**config.mk**
```make
export PLATFORM = sky130hd
export DESIGN_NAME = mult_share_arbiter_flat
export DESIGN_NICKNAME = d
export VERILOG_FILES = /design/src/rtl/mult_share_arbiter_if.sv /design/src/rtl/mult_share_arbiter.sv /design/src/flat_wrapper.sv
export SDC_FILE = /design/constraint.sdc
export NUM_CORES = 1
export LEC_CHECK = 0
export ABC_AREA = 1
export CAP_MARGIN = 25
export CORE_MARGIN = 8
export CORE_UTILIZATION = 42
export DETAILED_ROUTE_END_ITERATION = 10
export GPL_TIMING_DRIVEN = 0
export PLACE_DENSITY = 0.81
export SLEW_MARGIN = 20
export SYNTH_ARGS = -nofsm -noshare
export SYNTH_HDL_FRONTEND = slang
export SYNTH_SLANG_ARGS = --single-unit
```
**constraint.sdc**
```tcl
create_clock -name clk -period 2.1 [get_ports clk]
set_input_delay 0.42 -clock clk [delete_from_list [all_inputs] [get_ports clk]]
set_output_delay 0.42 -clock clk [all_outputs]
set_load 0.01 [all_outputs]
```
**src/rtl/mult_share_arbiter_if.sv**
```systemverilog
// -----------------------------------------------------------------------------
// mult_share_arbiter_if
//
// Purpose: bundles the requester-side and multiplier-side signals of
// mult_share_arbiter so the arbiter, its requesters and the shared multiplier
// connect through one port.
//
// Signals (names as seen by the arbiter):
//   req         requester -> arb  level request per requester
//   req_a/b     requester -> arb  operand slices, slice i = [i*DP_WIDTH +: DP_WIDTH]
//   gnt         arb -> requester  one-hot single-cycle acceptance pulse
//   done        arb -> requester  one-hot single-cycle completion pulse
//   result      arb -> requester  last completed product
//   result_id   arb -> requester  requester index of result
//   busy        arb -> requester  arbiter is not idle
//   mul_start   arb -> mul        start request to the multiplier
//   mul_a/b     arb -> mul        operands, held for the whole operation
//   mul_rdy     mul -> arb        multiplier idle flag
//   mul_product mul -> arb        product, valid when mul_rdy rises after an op
//
// Handshake semantics:
//   Requester side: req[i] is the "valid" and is held (with its operands) until
//   gnt[i] is seen; gnt[i] is the one-cycle "ready" acknowledgement, after which
//   the operands may change freely. done[i] pulses once per accepted request.
//   Multiplier side: mul_start is held high until mul_rdy is sampled low (the
//   multiplier has taken the operation); the product is taken on the first
//   cycle mul_rdy is sampled high again.
//
// Modports: slave = the arbiter's view, master = the environment's view.
// -----------------------------------------------------------------------------
interface mult_share_arbiter_if #(
  parameter int N_REQ    = 4,
  parameter int DP_WIDTH = 8,
  parameter int ID_W     = $clog2(N_REQ)
);
  logic [N_REQ-1:0]          req;
  logic [N_REQ*DP_WIDTH-1:0] req_a;
  logic [N_REQ*DP_WIDTH-1:0] req_b;
  logic [N_REQ-1:0]          gnt;
  logic [N_REQ-1:0]          done;
  logic [2*DP_WIDTH-1:0]     result;
  logic [ID_W-1:0]           result_id;
  logic                      busy;
  logic                      mul_start;
  logic [DP_WIDTH-1:0]       mul_a;
  logic [DP_WIDTH-1:0]       mul_b;
  logic                      mul_rdy;
  logic [2*DP_WIDTH-1:0]     mul_product;

  modport slave (
    input  req, req_a, req_b, mul_rdy, mul_product,
    output gnt, done, result, result_id, busy, mul_start, mul_a, mul_b
  );

  modport master (
    output req, req_a, req_b, mul_rdy, mul_product,
    input  gnt, done, result, result_id, busy, mul_start, mul_a, mul_b
  );
endinterface

```
**src/rtl/mult_share_arbiter.sv**
```systemverilog
// -----------------------------------------------------------------------------
// mult_share_arbiter
//
// Purpose: shares one sequential shift-add multiplier between N_REQ requesters.
// Requests are accepted round-robin, the winner's operands are latched and
// launched on the multiplier, and the product is returned with a done pulse
// tagged with the requester index.
//
// Ports:
//   clk          rising-edge clock
//   rstb         asynchronous active-low reset (shared with the multiplier)
//   bus          mult_share_arbiter_if.slave, requester and multiplier signals
//   dbg_state_o  current FSM state (0 idle, 1 start, 2 busy, 3 done)
//
// Operation sequence: S_IDLE -> S_START -> S_BUSY -> S_DONE -> S_IDLE.
// All outputs are registered; gnt and done are single-cycle pulses.
// -----------------------------------------------------------------------------
module mult_share_arbiter #(
  parameter int N_REQ    = 4,
  parameter int DP_WIDTH = 8,
  parameter int ID_W     = $clog2(N_REQ)
) (
  input  logic                 clk,
  input  logic                 rstb,
  mult_share_arbiter_if.slave  bus,
  output logic [1:0]           dbg_state_o
);

  typedef enum logic [1:0] {
    S_IDLE  = 2'd0,
    S_START = 2'd1,
    S_BUSY  = 2'd2,
    S_DONE  = 2'd3
  } state_t;

  localparam logic [N_REQ-1:0] ONE_HOT0 = {{(N_REQ-1){1'b0}}, 1'b1};
  localparam logic [ID_W-1:0]  LAST_ID  = ID_W'(N_REQ - 1);

  // ---------------------------------------------------------------------------
  // Registers
  // ---------------------------------------------------------------------------
  state_t                state_q;
  logic [ID_W-1:0]       rr_ptr_q;
  logic [ID_W-1:0]       owner_q;
  logic [DP_WIDTH-1:0]   op_a_q;
  logic [DP_WIDTH-1:0]   op_b_q;
  logic [N_REQ-1:0]      gnt_q;
  logic [N_REQ-1:0]      done_q;
  logic [2*DP_WIDTH-1:0] result_q;
  logic [ID_W-1:0]       result_id_q;
  logic                  busy_q;
  logic                  mul_start_q;

  // ---------------------------------------------------------------------------
  // Round-robin winner selection
  // Scans rr_ptr, rr_ptr+1, ... modulo N_REQ and picks the first set request.
  // The modulo is done on int so non-power-of-two N_REQ wraps correctly.
  // ---------------------------------------------------------------------------
  logic                  win_vld_d;
  logic [ID_W-1:0]       win_idx_d;
  logic [DP_WIDTH-1:0]   win_a_d;
  logic [DP_WIDTH-1:0]   win_b_d;
  logic [ID_W-1:0]       rr_ptr_d;

  always_comb begin
    win_vld_d = 1'b0;
    win_idx_d = '0;
    for (int i = 0; i < N_REQ; i++) begin
      if (!win_vld_d && bus.req[(int'(rr_ptr_q) + i) % N_REQ]) begin
        win_vld_d = 1'b1;
        win_idx_d = ID_W'((int'(rr_ptr_q) + i) % N_REQ);
      end
    end
  end

  assign win_a_d = bus.req_a[int'(win_idx_d)*DP_WIDTH +: DP_WIDTH];
  assign win_b_d = bus.req_b[int'(win_idx_d)*DP_WIDTH +: DP_WIDTH];

  // Pointer moves just past the requester that was served.
  assign rr_ptr_d = (owner_q == LAST_ID) ? '0 : owner_q + 1'b1;

  // ---------------------------------------------------------------------------
  // Control FSM with registered outputs
  // ---------------------------------------------------------------------------
  always_ff @(posedge clk or negedge rstb) begin
    if (!rstb) begin
      state_q     <= S_IDLE;
      rr_ptr_q    <= '0;
      owner_q     <= '0;
      op_a_q      <= '0;
      op_b_q      <= '0;
      gnt_q       <= '0;
      done_q      <= '0;
      result_q    <= '0;
      result_id_q <= '0;
      busy_q      <= 1'b0;
      mul_start_q <= 1'b0;
    end else begin
      // Pulse outputs default low; each is raised for exactly one cycle.
      gnt_q  <= '0;
      done_q <= '0;
      case (state_q)
        S_IDLE: begin
          // Only accept when the multiplier is idle, so an operation is never
          // launched on top of one still running.
          if (win_vld_d && bus.mul_rdy) begin
            owner_q     <= win_idx_d;
            op_a_q      <= win_a_d;
            op_b_q      <= win_b_d;
            gnt_q       <= ONE_HOT0 << win_idx_d;
            mul_start_q <= 1'b1;
            busy_q      <= 1'b1;
            state_q     <= S_START;
          end
        end
        S_START: begin
          // mul_rdy falling means the multiplier has taken the operands.
          if (!bus.mul_rdy) begin
            mul_start_q <= 1'b0;
            state_q     <= S_BUSY;
          end
        end
        S_BUSY: begin
          if (bus.mul_rdy) begin
            result_q    <= bus.mul_product;
            result_id_q <= owner_q;
            done_q      <= ONE_HOT0 << owner_q;
            state_q     <= S_DONE;
          end
        end
        S_DONE: begin
          rr_ptr_q <= rr_ptr_d;
          busy_q   <= 1'b0;
          state_q  <= S_IDLE;
        end
        default: begin
          state_q <= S_IDLE;
        end
      endcase
    end
  end

  // ---------------------------------------------------------------------------
  // Outputs
  // Operands come from the private copies latched at accept, so requester
  // changes after gnt cannot disturb the operation in flight.
  // ---------------------------------------------------------------------------
  assign bus.gnt       = gnt_q;
  assign bus.done      = done_q;
  assign bus.result    = result_q;
  assign bus.result_id = result_id_q;
  assign bus.busy      = busy_q;
  assign bus.mul_start = mul_start_q;
  assign bus.mul_a     = op_a_q;
  assign bus.mul_b     = op_b_q;
  assign dbg_state_o   = state_q;

endmodule

```
**src/flat_wrapper.sv**
```systemverilog
// flat-port wrapper written by rule: the top's interface ports become plain ports
module mult_share_arbiter_flat 
#(
  parameter int N_REQ    = 4,
  parameter int DP_WIDTH = 8,
  parameter int ID_W     = $clog2(N_REQ)
)
  (clk, rstb, dbg_state_o, bus_req, bus_req_a, bus_req_b, bus_mul_rdy, bus_mul_product, bus_gnt, bus_done, bus_result, bus_result_id, bus_busy, bus_mul_start, bus_mul_a, bus_mul_b);
  mult_share_arbiter_if #(.N_REQ(N_REQ), .DP_WIDTH(DP_WIDTH), .ID_W(ID_W)) bus_i ();
  input  logic clk;
  input  logic rstb;
  output logic [1:0] dbg_state_o;
  input wire logic [$bits(bus_i.req)-1:0] bus_req;
  input wire logic [$bits(bus_i.req_a)-1:0] bus_req_a;
  input wire logic [$bits(bus_i.req_b)-1:0] bus_req_b;
  input wire logic [$bits(bus_i.mul_rdy)-1:0] bus_mul_rdy;
  input wire logic [$bits(bus_i.mul_product)-1:0] bus_mul_product;
  output wire logic [$bits(bus_i.gnt)-1:0] bus_gnt;
  output wire logic [$bits(bus_i.done)-1:0] bus_done;
  output wire logic [$bits(bus_i.result)-1:0] bus_result;
  output wire logic [$bits(bus_i.result_id)-1:0] bus_result_id;
  output wire logic [$bits(bus_i.busy)-1:0] bus_busy;
  output wire logic [$bits(bus_i.mul_start)-1:0] bus_mul_start;
  output wire logic [$bits(bus_i.mul_a)-1:0] bus_mul_a;
  output wire logic [$bits(bus_i.mul_b)-1:0] bus_mul_b;
  assign bus_i.req = bus_req;
  assign bus_i.req_a = bus_req_a;
  assign bus_i.req_b = bus_req_b;
  assign bus_i.mul_rdy = bus_mul_rdy;
  assign bus_i.mul_product = bus_mul_product;
  assign bus_gnt = bus_i.gnt;
  assign bus_done = bus_i.done;
  assign bus_result = bus_i.result;
  assign bus_result_id = bus_i.result_id;
  assign bus_busy = bus_i.busy;
  assign bus_mul_start = bus_i.mul_start;
  assign bus_mul_a = bus_i.mul_a;
  assign bus_mul_b = bus_i.mul_b;
  mult_share_arbiter #(.N_REQ(N_REQ), .DP_WIDTH(DP_WIDTH), .ID_W(ID_W)) u_core (.clk(clk), .rstb(rstb), .bus(bus_i), .dbg_state_o(dbg_state_o));
endmodule
```
==> results by group, run 1 <==
Yosys
  – Main combinational cell family by area after synthesis: simple AND/OR/NAND/NOR gates
  – Mux cell area share after synthesis: 6.25%
  – Synth Instances: 347
  – Mapped cell area: 0.00288 mm^2
  – Synth unique cells: 22
  – Post-synth net total: 443
  – Seq/Total Area, Yosys: 43.4%
  – XOR/XNOR share of the synthesized area: 0%
  – Adder-cell area share of the yosys netlist: 3.91%
  – Simple-gate share of the synthesized area: 36.1%
  – Yosys reg bits: 50
  – Synth warn: 0
  – Mean Syn Cell Area: 8.30 um^2
  – Post-synthesis compound-gate area fraction: 2.56%

Timing
  – Max Freq: 0.527 GHz
  – Worst-Margin Slew: 440 ps
  – Skew final: 8.55 ps
  – Final Hold Viols: 0
  – Unrepaired setup endpoints after global routing: false
  – WHS: 41.6 ps
  – Final Cycle Share: 90.4%
  – Final setup TNS: 0 ps
  – Fin crit period: 1900 ps
  – Rel. slew slack: 70.6%
  – Fin. max-slew vios: 0
  – Final setup vio count: 0

Layout
  – Layout net count: 583
  – Share of cells above drive strength 1: 12.5%
  – N_diodes: 0
  – Final core area utilization: 65.9%
  – Layout area overhead: 53.6%

Route
  – DRC Markers: 0
  – Routed WL: 9.02 mm
  – Metal2 WL: 4.37 mm
  – DR iter-0 viols: 194
  – Met1 wire length: 3.60 mm
  – DR top layer: met4
  – First-pass DRT Iterations: 4
  – Routed wl met3: 898 um
  – Vias per cell: 5.24
  – Vias: 2976
  – Wirelength per Cell: 15.9 um
  – ANT nets after route: 0

Setup path
  – Required @ worst endpoint: 2310 ps
  – Crit path DAT: 2100 ps
  – Critical-path maximum fanout: 10
  – CP endpoint kind: register
  – Crit path largest cell delay: 380 ps
  – Type of element launching the critical path: register
  – CP dominant cell by count: nand2_1
  – Slowest stage cell on the critical path: dfrtp_1
  – CP Cell Sequence: buf_6, inv_6, nand2_1, nand2_1, nor2_1, nor2_1, nand3_4, nand3_4, inv_2, clkbuf_4, nand3_1, nand2_1
  – Crit path kind: register to register

Hold path
  – Hold Crit Class: primary input to async pin

Pwr
  – Pwr Density: 1580 mW/mm^2
  – Worst VDD drop: 0.000818 V
  – Cell leakage power: 0.00203 uW

Flow run
  – Max Cap Viol: 0

Clock tree
  – Max Root-Sink Buffers: 2
  – # hold bufs at CTS: 0
  – CTS H-tree depth: 2
  – Clock buffer count from CTS: 5
  – CTS tree: done
  – Clock-pin transition on the worst setup and hold timing paths: 100 ps
  – # Post-CTS Setup Buffers: 0
  – Clk root buf: clkbuf_8
  – Clk_lat worst skew: 310 ps
  – Clock sinks: 50
  – Post-CTS sizing: 0

Die
  – FP Rows: 30
  – Core area: 0.00672 mm^2
  – Die span in x: 98.8 um
  – Die height: 98.8 um
  – Initial Util: 42.9%
  – I/O pins: 133
  – Die area: 0.00977 mm^2

Place
  – Routability Congestion: 0.960
  – I/O Buffers: 132
  – Detailed placer's ending HPWL: 7.19 mm

Global routing
  – Gr usage total: 18.6%
  – Pin count of the biggest net entering global routing: 33
  – First-pass GRT wire length: 14.8 mm
  – GRT overflow: 0
  – Initial antenna violation count: 0
  – Number of global-route vias before repair: 3063

Status
  – Status: completed
-- report_power, final --
| group | switching [uW] | internal [uW] | total (uW) |
|---|---|---|---|
| registers | 234 | 1400 | 1630 |
| logic | 2580 | 2160 | 4730 |
| clock network | 342 | 272 | 614 |
| total | 3150 | 3830 | 6980 |
-- flip-flops by register name, summed over array words and instances (netlist names) --
register and cells:
u_core.bus.gnt 4, u_core.bus.busy 1, u_core.bus.done 4, u_core.bus.mul_start 1, u_core.bus.result_id 2, u_core.bus.mul_b 8, u_core.dbg_state_o 2, u_core.owner_q 2
u_core.rr_ptr_q 2, u_core.bus.result 16, u_core.bus.mul_a 8
-- Yosys cell counts (all sizes together) --
| library cell | instances | area share (%) |
|---|---|---|
| nand2 | 111 | 15 |
| nand3 | 62 | 12 |
| dfrtp | 50 | 43 |
| nand4 | 32 | 6.9 |
| inv | 20 | 2.8 |
| buf | 19 | 4.7 |
| mux2 | 16 | 6.3 |
| nor2 | 13 | 2.0 |
| o21ai | 10 | 1.7 |
| ha | 9 | 3.9 |
| clkbuf | 2 | 0.26 |
| o211ai | 2 | 0.52 |
| a2bb2oi | 1 | 0.30 |
-- per-layer routing --
layer,up-vias,global-route usage [%]
li1,1456,-
met1,1396,20.5
met2,111,31.7
met3,13,7.96
met4,0,5.31
met5,-,0
-- worst max-delay path: cells and delay by family (launching register included) --
kind                   cells  cell delay [ps]
buffers and inverters      4              520
DFF                        1              380
and+or+nand+nor            8              880
-- cell usage in the layout (no fill, tap or decap), types with 2 or more instances in the layout --
cell type and instances:
clkdlybuf4s50_1 131, nand2_1 107, nand3_1 57, dfrtp_1 50, nand4_1 32, mux2_2 16, inv_1 15, nor2_1 12
buf_2 11, ha_1 9, o21ai_0 8, buf_6 7, clkbuf_8 6, inv_2 4, nand2_2 4, nand3_4 3
inv_6 2, nand3_2 2, o21ai_1 2, o211ai_1 2
-- kinds of logic (layout without fill, tap and decap cells) --
| logic type | count (synthesis) | after routing |
|---|---|---|
| muxes | 16 | 16 |
| buffers and inverters | 41 | 182 |
| adders and majority gates | 9 | 9 |
| and+or+nand+nor | 218 | 218 |
| DFF | 50 | 50 |
| AOI/OAI and AO/OA | 13 | 13 |
-- area by class of cell --
class / instances / area, um^2
well taps: 80 / 100
inverters: 20 / 80.1
clock inverters: 2 / 16.3
multi-input cells: 256 / 1410
repair buffers: 133 / 1340
plain buffers: 21 / 153
flip-flops and latches: 50 / 1250
fillers: 562 / 2290
clock buffers: 6 / 82.6
-- path summary, 6_finish.rpt --
path | start | end | slack, ps | cells after the start
worst min register to register | u_core.bus.mul_a[3]$_DFFE_PN0P_ | u_core.bus.mul_a[3]$_DFFE_PN0P_ | 480 | 2
worst max-delay path | u_core.rr_ptr_q[0]$_DFFE_PN0P_ | u_core.bus.mul_b[5]$_DFFE_PN0P_ | 200 | 12
max in group asynchronous | rstb | u_core.bus.mul_b[3]$_DFFE_PN0P_ | 1540 | 2
worst max register to register | u_core.rr_ptr_q[0]$_DFFE_PN0P_ | u_core.bus.mul_b[5]$_DFFE_PN0P_ | 200 | 12
worst min-delay path | rstb | u_core.bus.mul_a[5]$_DFFE_PN0P_ | 40 | 1
min in group clk | u_core.bus.mul_a[3]$_DFFE_PN0P_ | u_core.bus.mul_a[3]$_DFFE_PN0P_ | 480 | 2
-- per-stage QoR --
| stage | power [uW] | worst slack [ps] | cell area [um^2] | std cells |
|---|---|---|---|---|
| 2_1_floorplan | 4660 | 356 | 2880 | 347 |
| 3_3_place_gp | 6260 | -821 | 4300 | 559 |
| 3_5_place_dp | 6380 | -218 | 4320 | 560 |
| 4_1_cts | 7020 | 100 | 4420 | 568 |
| 5_1_grt | 7680 | 12.6 | 4430 | 568 |
| 6_report | 6980 | 202 | 4430 | 568 |
(Power assumes the default switching activity.)
==> inputs of run 2 (changes only) <==
Settings changed: CAP_MARGIN 25 to 20.
==> results of run 2 <==
The final DEF is identical to that of run 1; final timing and power are the same.
